===== config.mk =====
export PLATFORM = sky130hd
export DESIGN_NAME = vga_sync_monitor
export DESIGN_NICKNAME = d
export VERILOG_FILES = /design/src/rtl/vga_sync_monitor.sv
export SDC_FILE = /design/constraint.sdc
export NUM_CORES = 1
export LEC_CHECK = 0
export CAP_MARGIN = 20
export CORE_MARGIN = 8
export CORE_UTILIZATION = 36
export CTS_CLUSTER_SIZE = 16
export DETAILED_ROUTE_END_ITERATION = 8
export DONT_BUFFER_PORTS = 1
export PLACE_DENSITY = 0.49
export SYNTH_ARGS = -nofsm -noshare
export SYNTH_HDL_FRONTEND = slang
export SYNTH_SLANG_ARGS = --single-unit

===== constraint.sdc =====
create_clock -name clk_100 -period 5.9 [get_ports clk_100]
set_input_delay 0.295 -clock clk_100 [delete_from_list [all_inputs] [get_ports clk_100]]
set_output_delay 0.295 -clock clk_100 [all_outputs]
set_load 0.005 [all_outputs]

===== src/rtl/vga_sync_monitor.sv =====
// vga_sync_monitor
//   Measures incoming VGA sync timing against expected parameters and
//   reports lock status.
//
//   Parameters:
//     H_PERIOD - expected clk_100 cycles between hsync falling edges
//     H_PULSE  - expected clk_100 cycles hsync is low
//     V_LINES  - expected hsync falling edges between vsync falling edges
//     V_PULSE  - expected hsync falling edges while vsync is low
//
//   Ports:
//     clk_100      in   system clock, rising edge
//     rst          in   asynchronous active-high reset
//     hsync        in   asynchronous active-low horizontal sync
//     vsync        in   asynchronous active-low vertical sync
//     h_period     out  last measured line period (cycles)
//     h_pulse      out  last measured hsync low width (cycles)
//     v_lines      out  last measured lines per frame
//     v_pulse      out  last measured vsync width (lines)
//     locked       out  timing matches all parameters
//     no_signal    out  hsync timeout
//     frame_strobe out  one-cycle pulse per evaluated frame
module vga_sync_monitor #(
    parameter int unsigned H_PERIOD = 3200,
    parameter int unsigned H_PULSE  = 384,
    parameter int unsigned V_LINES  = 525,
    parameter int unsigned V_PULSE  = 2
) (
    input  logic        clk_100,
    input  logic        rst,
    input  logic        hsync,
    input  logic        vsync,
    output logic [11:0] h_period,
    output logic [9:0]  h_pulse,
    output logic [9:0]  v_lines,
    output logic [3:0]  v_pulse,
    output logic        locked,
    output logic        no_signal,
    output logic        frame_strobe
);

    localparam logic [11:0] LP_H_PERIOD = 12'(H_PERIOD);
    localparam logic [9:0]  LP_H_PULSE  = 10'(H_PULSE);
    localparam logic [9:0]  LP_V_LINES  = 10'(V_LINES);
    localparam logic [3:0]  LP_V_PULSE  = 4'(V_PULSE);

    typedef enum logic [1:0] {
        SEARCH,
        CHECK,
        LOCKED
    } state_t;

    // Synchronizers and edge-detect delay flops
    logic r_hs_meta, r_hs_sync, r_hs_dly;
    logic r_vs_meta, r_vs_sync, r_vs_dly;

    // Measurement counters and latched results
    logic [11:0] r_per;
    logic [9:0]  r_wid;
    logic [9:0]  r_lines;
    logic [3:0]  r_vw;
    logic [11:0] r_h_period;
    logic [9:0]  r_h_pulse;
    logic [9:0]  r_v_lines;
    logic [3:0]  r_v_pulse;

    // Status
    logic   r_no_signal;
    logic   r_err;
    logic   r_hmis;
    logic   r_strobe;
    state_t r_state;
    state_t w_next;

    logic w_hs_fall, w_hs_rise, w_vs_fall, w_vs_rise;
    logic w_timeout, w_per_bad, w_wid_bad, w_err_now, w_frame_ok;

    assign w_hs_fall = r_hs_dly & ~r_hs_sync;
    assign w_hs_rise = ~r_hs_dly & r_hs_sync;
    assign w_vs_fall = r_vs_dly & ~r_vs_sync;
    assign w_vs_rise = ~r_vs_dly & r_vs_sync;

    assign w_timeout = (r_per == '1);
    assign w_per_bad = w_hs_fall & (r_per != LP_H_PERIOD);
    assign w_wid_bad = w_hs_rise & (r_wid != LP_H_PULSE);
    assign w_err_now = w_per_bad | w_wid_bad | w_timeout;

    // A measurement latched in the evaluation cycle closes the line that
    // ended there, so it is charged to the frame being evaluated.
    assign w_frame_ok = ~r_err & ~w_err_now &
                        (r_lines == LP_V_LINES) & (r_v_pulse == LP_V_PULSE);

    always_ff @(posedge clk_100 or posedge rst) begin
        if (rst) begin
            r_hs_meta <= 1'b1;
            r_hs_sync <= 1'b1;
            r_hs_dly  <= 1'b1;
            r_vs_meta <= 1'b1;
            r_vs_sync <= 1'b1;
            r_vs_dly  <= 1'b1;
        end else begin
            r_hs_meta <= hsync;
            r_hs_sync <= r_hs_meta;
            r_hs_dly  <= r_hs_sync;
            r_vs_meta <= vsync;
            r_vs_sync <= r_vs_meta;
            r_vs_dly  <= r_vs_sync;
        end
    end

    // Line period and hsync width
    always_ff @(posedge clk_100 or posedge rst) begin
        if (rst) begin
            r_per      <= '0;
            r_wid      <= '0;
            r_h_period <= '0;
            r_h_pulse  <= '0;
        end else begin
            if (w_hs_fall) begin
                r_per      <= 12'd1;
                r_h_period <= r_per;
            end else if (r_per != '1) begin
                r_per <= r_per + 12'd1;
            end

            if (w_hs_fall) begin
                r_wid <= 10'd1;
            end else if (!r_hs_sync && (r_wid != '1)) begin
                r_wid <= r_wid + 10'd1;
            end

            if (w_hs_rise) begin
                r_h_pulse <= r_wid;
            end
        end
    end

    // Lines per frame and vsync width. An hsync fall coincident with the
    // vsync fall starts the new frame, so both counters restart at 1.
    always_ff @(posedge clk_100 or posedge rst) begin
        if (rst) begin
            r_lines   <= '0;
            r_vw      <= '0;
            r_v_lines <= '0;
            r_v_pulse <= '0;
        end else begin
            if (w_vs_fall) begin
                r_v_lines <= r_lines;
                r_lines   <= {9'd0, w_hs_fall};
            end else if (w_hs_fall && (r_lines != '1)) begin
                r_lines <= r_lines + 10'd1;
            end

            if (w_vs_fall) begin
                r_vw <= {3'd0, w_hs_fall};
            end else if (w_hs_fall && !r_vs_sync && (r_vw != '1)) begin
                r_vw <= r_vw + 4'd1;
            end

            if (w_vs_rise) begin
                r_v_pulse <= r_vw;
            end
        end
    end

    // Error tracking, timeout and frame strobe. The error flag resets set
    // so the partial frame after reset never evaluates as good.
    always_ff @(posedge clk_100 or posedge rst) begin
        if (rst) begin
            r_no_signal <= 1'b0;
            r_err       <= 1'b1;
            r_hmis      <= 1'b0;
            r_strobe    <= 1'b0;
        end else begin
            if (w_hs_fall) begin
                r_no_signal <= 1'b0;
            end else if (w_timeout) begin
                r_no_signal <= 1'b1;
            end

            if (w_vs_fall) begin
                r_err <= 1'b0;
            end else begin
                r_err <= r_err | w_err_now;
            end

            r_hmis   <= w_per_bad | w_wid_bad;
            r_strobe <= w_vs_fall;
        end
    end

    // Lock FSM
    always_ff @(posedge clk_100 or posedge rst) begin
        if (rst) begin
            r_state <= SEARCH;
        end else begin
            r_state <= w_next;
        end
    end

    always_comb begin
        w_next = r_state;
        case (r_state)
            SEARCH: begin
                if (w_vs_fall && w_frame_ok) begin
                    w_next = CHECK;
                end
            end
            CHECK: begin
                if (w_vs_fall) begin
                    w_next = w_frame_ok ? LOCKED : SEARCH;
                end
            end
            LOCKED: begin
                if ((w_vs_fall && !w_frame_ok) || r_hmis || w_timeout) begin
                    w_next = SEARCH;
                end
            end
            default: w_next = SEARCH;
        endcase
    end

    assign h_period     = r_h_period;
    assign h_pulse      = r_h_pulse;
    assign v_lines      = r_v_lines;
    assign v_pulse      = r_v_pulse;
    assign locked       = (r_state == LOCKED);
    assign no_signal    = r_no_signal;
    assign frame_strobe = r_strobe;

endmodule


==> results of run 1 <==
==> metal layers <==
metal,wire length (um),vias up
li1,-,1317
met1,3790,1306
met2,3540,47
met3,508,8
met4,157,0
met5,0,-
==> path summary, 6_finish.rpt <==
path / endpoint / slack [ns] / cells after the start
setup / recovery: r_err / 3.63 / 4
hold / removal: r_vs_sync / 0.36 / 0
setup reg to reg: r_err / 3.63 / 4
hold reg to reg: r_vs_sync / 0.36 / 0
max in group asynchronous: r_vs_dly / 4.71 / 4
min in group asynchronous: r_vw[0] / 0.52 / 3
==> where the power goes <==
| part | internal (uW) | leakage (uW) | switching (uW) |
|---|---|---|---|
| Clock | 219 | 0.000101 | 198 |
| Sequential | 625 | 0.00112 | 56.3 |
| Combinational | 50.0 | 0.000710 | 64.8 |
| Total | 894 | 0.00193 | 319 |
==> registers in the layout (all words and copies together) (netlist names), 2 cells and up <==
name and count:
h_period 12, r_per 12, h_pulse 10, r_lines 10
r_wid 10, v_lines 10, r_vw 4, v_pulse 4
r_state 2
==> repair_timing <==
item                      in CTS  in global routing
resized for setup              0                  0
hold endpoints to repair       2                 39
hold buffers                   2                  1
==> cells in the mapped netlist, drive strengths merged (4+ instances only) <==
cell type  instances  area [sq um]
a21oi              7          35.0
a31oi              6          37.5
and3               4          25.0
and4               7          61.3
clkbuf            16          61.3
dfrtp             77          1930
dfstp              7           184
ha                 7          87.6
inv               12          45.0
mux2              14           158
nand2             70           263
nand3             14          70.1
nand4              8          50.1
nor2              21          78.8
nor2b              4          25.0
nor3               6          30.0
o211ai             4          30.0
o21ai             14          70.1
or3                6          43.8
xnor2              5          43.8
xor2               9          78.8
==> worst register-to-register path, cell delays in order, from the launching register on <==
cell      delay, ns
dfstp_2        0.62
nand2b_1       0.81
a41oi_1        0.15
or3_4          0.43
o21a_1         0.19
==> logic make-up (layout without fill, tap and decap cells) <==
| group | count (synthesis) | count (layout) |
|---|---|---|
| adder cells (fa/ha/maj) | 7 | 7 |
| AND/OR/NAND/NOR | 165 | 165 |
| AO/OA/AOI/OAI | 54 | 54 |
| flip-flops | 84 | 84 |
| buffers and inverters | 31 | 35 |
| XOR/XNOR | 14 | 14 |
| multiplexers | 16 | 16 |
==> per-stage QoR <==
step / cell area [sq um] / worst slack [ns] / cells / hold WS [ns] / total power, uW
final: 4200 / 3.63 / 511 / 0.359 / 1210
after global routing: 4200 / 3.46 / 511 / 0.363 / 1290
after CTS: 4170 / 3.57 / 509 / 0.197 / 1240
after detailed placement: 3960 / 3.57 / 491 / 0.300 / 809
after global placement: 3960 / 3.66 / 491 / 0.300 / 808
after floorplan: 3830 / 3.45 / 371 / 0.299 / 767
==> cell type report <==
class                           instances  share of cell area
Clock buffer                           14              0.0387
Clock inverter                          2             0.00834
Multi-Input combinational cell        256               0.382
Sequential cell                        84               0.502
Inverter                               12              0.0110
Tap cell                              136              0.0405
Timing Repair Buffer                    7              0.0173
==> impl_metrics.toml, run 1 <==
[routing]
route.vias.total = 2678
viasPerCell = 5.24
wirelength_mm = 7.99
firstDrtPassIters = 4
drt-wirelength-per-cell_um = 15.6
drc = 0
drt_iter0_drc = 161
ant_nets = 0

[clock_network]
clk_latency_ns = 0.36
cts_tree = "yes"
numCtsBuffers = 9
htreeDepth = 3
clk_pin_slew_worst_paths_ns = 0.08
cts.sinks = 84
root_buffer = "clkbuf_8"
cts_setup_buffers = 0
clk_path_buf_depth = 2

[timing]
slew_violations = 0
period_needed_ns = 2.27
fin_setup_tns_ns = 0
rsz0062_at_grt = "false"
hold_violations = 0
worst-slew-pin-transition_ns = 1.03
slew_headroom = 0.316
fmax_mhz = 441
setup_viol = 0
period_share = 0.385
clock_skew_ns = 0.0118

[worst_setup_path]
crit_path_start = "r_hs_sync"
end_kind = "flip-flop"
arrival_ns = 2.56
crit_buf_inv = 0
worst-path-max-fanout = 26
cpPeakStageDelay_ns = 0.81
r2r-start = "r_hs_sync"
cp_slowest_cell = "nand2b_1"
path_cells = "nand2b_1, a41oi_1, or3_4, o21a_1"
required_ns = 6.20
crit_family = "simple AND/OR/NAND/NOR gates"
crit_type = "flip-flop to flip-flop"
start_kind = "flip-flop"

[synthesis]
ys_seq_area_frac = 0.551
syn_avg_cell_area_sq_um = 10.3
ys_dominant_reg_cell = "dfrtp_1"
synth_fp_nets = 382
ys_types = 56
synth_edf_count = 0
synthMuxAreaShare = 0.0464
yosys.area_share.adder = 0.0229
synth-simple-area-share = 0.219
syn_inst = 371
synth_compound_gate_area_share = 0.0976
ys_ff_latch = 84
netlist_area_sq_um = 3830
synth_xor_area_frac = 0.0320
synth_warnings = 0
synth_top_family_by_area = "simple AND/OR/NAND/NOR gates"
async_flop_share = 1.00

[pwr]
vdd_drop_max_v = 0.000117
power_density_nw_per_um2 = 289
p_leak_uw = 0.00193

[global_routing]
use_met2 = 0.182
grtUsageMet1 = 0.148
grt.overflow.total = 0
grt_usage = 0.120
grt_busiest_layer = "met2"
grt_pass1_wl_mm = 13.7
grt_pass1_vias = 2659
antenna_found_initial = 0
grt_max_degree = 85
use_met3 = 0.0373

[place]
detailed_place_hpwl_mm = 5.22
port_buffers = 0
gp_congestion = 0.754

[die]
fp.dieH_um = 119
io_pins = 43
rows = 37
core_sq_um = 10300
fp.dieW_um = 119
die_area_sq_um = 14200
initial_utilization = 0.371

[finish]
mostFrequentLayoutCells = "dfrtp_1 (77), nand2_1 (70), nor2_1 (21)"
final_core_util = 0.407
drive_above_1_share = 0.123
diodes = 0
area_growth_syn_to_layout_pct = 9.66
multi_input_area_sq_um = 1610
final_common_cell = "dfrtp_1"
num-fill-cells = 1018
fin_nets = 381
regArea_sq_um = 2110

[hold_path]
hold_start = "r_vs_meta"
hp-class = "flip-flop to flip-flop"

[run]
max_cap_viol_count = 0

[outcome]
outcome = "complete, no violations"
No activity file was read; power rests on OpenSTA's default activity.
==> run 2: changes to the inputs <==
ABC_AREA = 1   (was not set)
PLACE_DENSITY = 0.51   (was 0.49)
clock period = 1.9 ns   (was 5.9 ns; I/O delays follow)
==> run 2 against run 1 <==
Net effect:
- sequential share of layout area fell by 1.4 points
- clock-buffer cell count unchanged
- register-to-register slack worse by 3.3 ns
- worst setup slack got worse by 3.3 ns
- clock skew is essentially flat
- first-iteration DRC count up 18%
- clock power increased to 3.1 times the previous value
==> impl_metrics.toml, run 2 <==
[outcome]
outcome = "complete, no violations"

[worst_setup_path]
start_kind = "flip-flop"
arrival_ns = 1.85
end_kind = "flip-flop"
r2r_slack_ns = 0.31
worst_r2r_path_depth = 7
worst-path-max-fanout = 5
crit_type = "flip-flop to flip-flop"
required_ns = 2.15

[synthesis]
synth_compound_gate_area_share = 0.113
synth_commonest_cells = "nand2_1 (107), dfrtp_1 (77), inv_1 (48)"
synth_top_area_cell = "dfrtp_1"
ys_ff_latch = 84
synth_top_family_by_area = "simple AND/OR/NAND/NOR gates"
ys_dominant_reg_cell = "dfrtp_1"
syn_avg_cell_area_sq_um = 8.78
synth-simple-area-share = 0.235
synthMuxAreaShare = 0
ys_types = 37
synth_fp_nets = 457
ys_top_cells_by_area = "dfrtp_1 (49%), nand2_1 (10%), dfstp_2 (4.7%), o21ai_0 (4.6%), inv_1 (4.6%)"
synth_warnings = 0
netlist_area_sq_um = 3920
async_flop_share = 1.00
synth_edf_count = 0
yosysTopAreaCellShare = 0.492
syn_inst = 446
synth.most_common_cell = "nand2_1"
synth_xor_area_frac = 0.0246
yosys.area_share.adder = 0.0224
ys_seq_area_frac = 0.539

[routing]
drt_iter0_drc = 190
firstDrtPassIters = 4
route.vias.total = 2907
drc = 0
viasPerCell = 4.84
wirelength_mm = 8.34
drt-wirelength-per-cell_um = 13.9
ant_nets = 0

[timing]
fmax_mhz = 627
period_share = 0.839
period_needed_ns = 1.59
worst-slew-pin-transition_ns = 0.402
hold_violations = 0
setup_viol = 0
clock_skew_ns = 0.0114
slew_headroom = 0.728
rsz0062_at_grt = "false"
fin_setup_tns_ns = 0
slew_violations = 0
fin_hold_ws_ns = 0.202

[die]
fp.dieH_um = 120
die_area_sq_um = 14500
io_pins = 43
rows = 38
core_sq_um = 10700
initial_utilization = 0.364
fp.dieW_um = 120

[clock_network]
htreeDepth = 3
hold_buffers = 3
clk_pin_slew_worst_paths_ns = 0.09
clk_path_buf_depth = 2
cts_tree = "yes"
root_buffer = "clkbuf_8"
clk_latency_ns = 0.37
numCtsBuffers = 9
cts.sinks = 84
cts_resized = 0
cts_setup_buffers = 0

[finish]
final_common_cell = "nand2_1"
diodes = 0
mostFrequentLayoutCells = "nand2_1 (107), dfrtp_1 (77), inv_1 (47)"
area_growth_syn_to_layout_pct = 10.4
fin_nets = 467
drive_above_1_share = 0.117
num-fill-cells = 1118

[global_routing]
grt.overflow.total = 0
grt_max_degree = 68
grt_pass1_wl_mm = 14.5
antenna_found_initial = 0
grt_pass1_vias = 2900
grt_usage = 0.124

[pwr]
power_density_nw_per_um2 = 875
vdd_drop_max_v = 0.000322
p_leak_uw = 0.00199

[place]
detailed_place_hpwl_mm = 5.89
gp_congestion = 0.805
port_buffers = 0

[hold_path]
hp-class = "input port to async pin"

[run]
max_cap_viol_count = 0
run 2: cell count changes in the layout (fill, tap and decap cells not counted), moves of 6 or more:
cell	before	now
nand2_1	70	107
nand3_1	14	20
and4_1	7	0
o21ai_0	12	36
inv_2	0	8
o21ai_1	2	21
mux2_2	14	0
inv_1	11	47
nor2_1	21	33
run 2: logic make-up (layout without fill, tap and decap cells):
logic type / count (synthesis) / count (layout)
flops: 84 / 84
simple gates: 198 / 198
xor+xnor: 11 / 11
fa+ha+maj: 7 / 7
buf+inv: 66 / 81
compound gates: 80 / 80
run 2: worst max-delay path, stage by stage, from the launching register on:
cell and delay, ns:
dfstp_2 0.54, inv_1 0.07, nor2_4 0.20, inv_2 0.09
nor3_2 0.26, nand2_1 0.11, o21ai_0 0.16, a21oi_1 0.06
run 2: final cells by class:
class	count	area, sq um	share of cell area
sequential	84	2110	0.488
multi-input combinational	296	1550	0.357
inverter	56	214	0.0495
tap	140	175	0.0405
clock buffer	14	153	0.0353
timing repair buffer	9	87.6	0.0203
clock inverter	2	37.5	0.00868
run 2: report_power, final:
group	switching, uW	internal (uW)	total, uW	leakage, uW
combinational	285	149	434	0.000778
clock	648	647	1300	0.0000909
sequential	125	1930	2050	0.00112
total	1060	2730	3780	0.00199
run 2: path summary, 6_finish.rpt:
check                          start           to
setup / recovery            r_hs_dly      r_vw[3]
hold / removal                   rst  h_period[1]
setup reg to reg            r_hs_dly      r_vw[3]
hold reg to reg            r_vs_meta    r_vs_sync
max in group asynchronous        rst     r_vs_dly
min in group clk_100           hsync    r_hs_meta
run 2: per-layer routing:
metal,global-route usage,share of wire,vias to the layer above,wire length [um]
met1,0.160,0.47,1385,3960
li1,-,-,1465,-
met5,0,0,-,0
met4,0.0546,0.019,0,160
met3,0.0406,0.058,13,480
met2,0.188,0.45,44,3740
run 2: through the flow:
step | worst slack, ns | cells | power [uW] | cell area [sq um] | util
6_report | 0.306 | 601 | 3780 | 4320 | 0.402
5_1_grt | 0.0682 | 601 | 3980 | 4320 | 0.402
4_1_cts | 0.283 | 601 | 3830 | 4320 | 0.402
3_5_place_dp | 0.306 | 582 | 2530 | 4100 | 0.382
3_3_place_gp | 0.332 | 582 | 2520 | 4100 | 0.382
2_1_floorplan | 0.523 | 446 | 2400 | 3920 | -
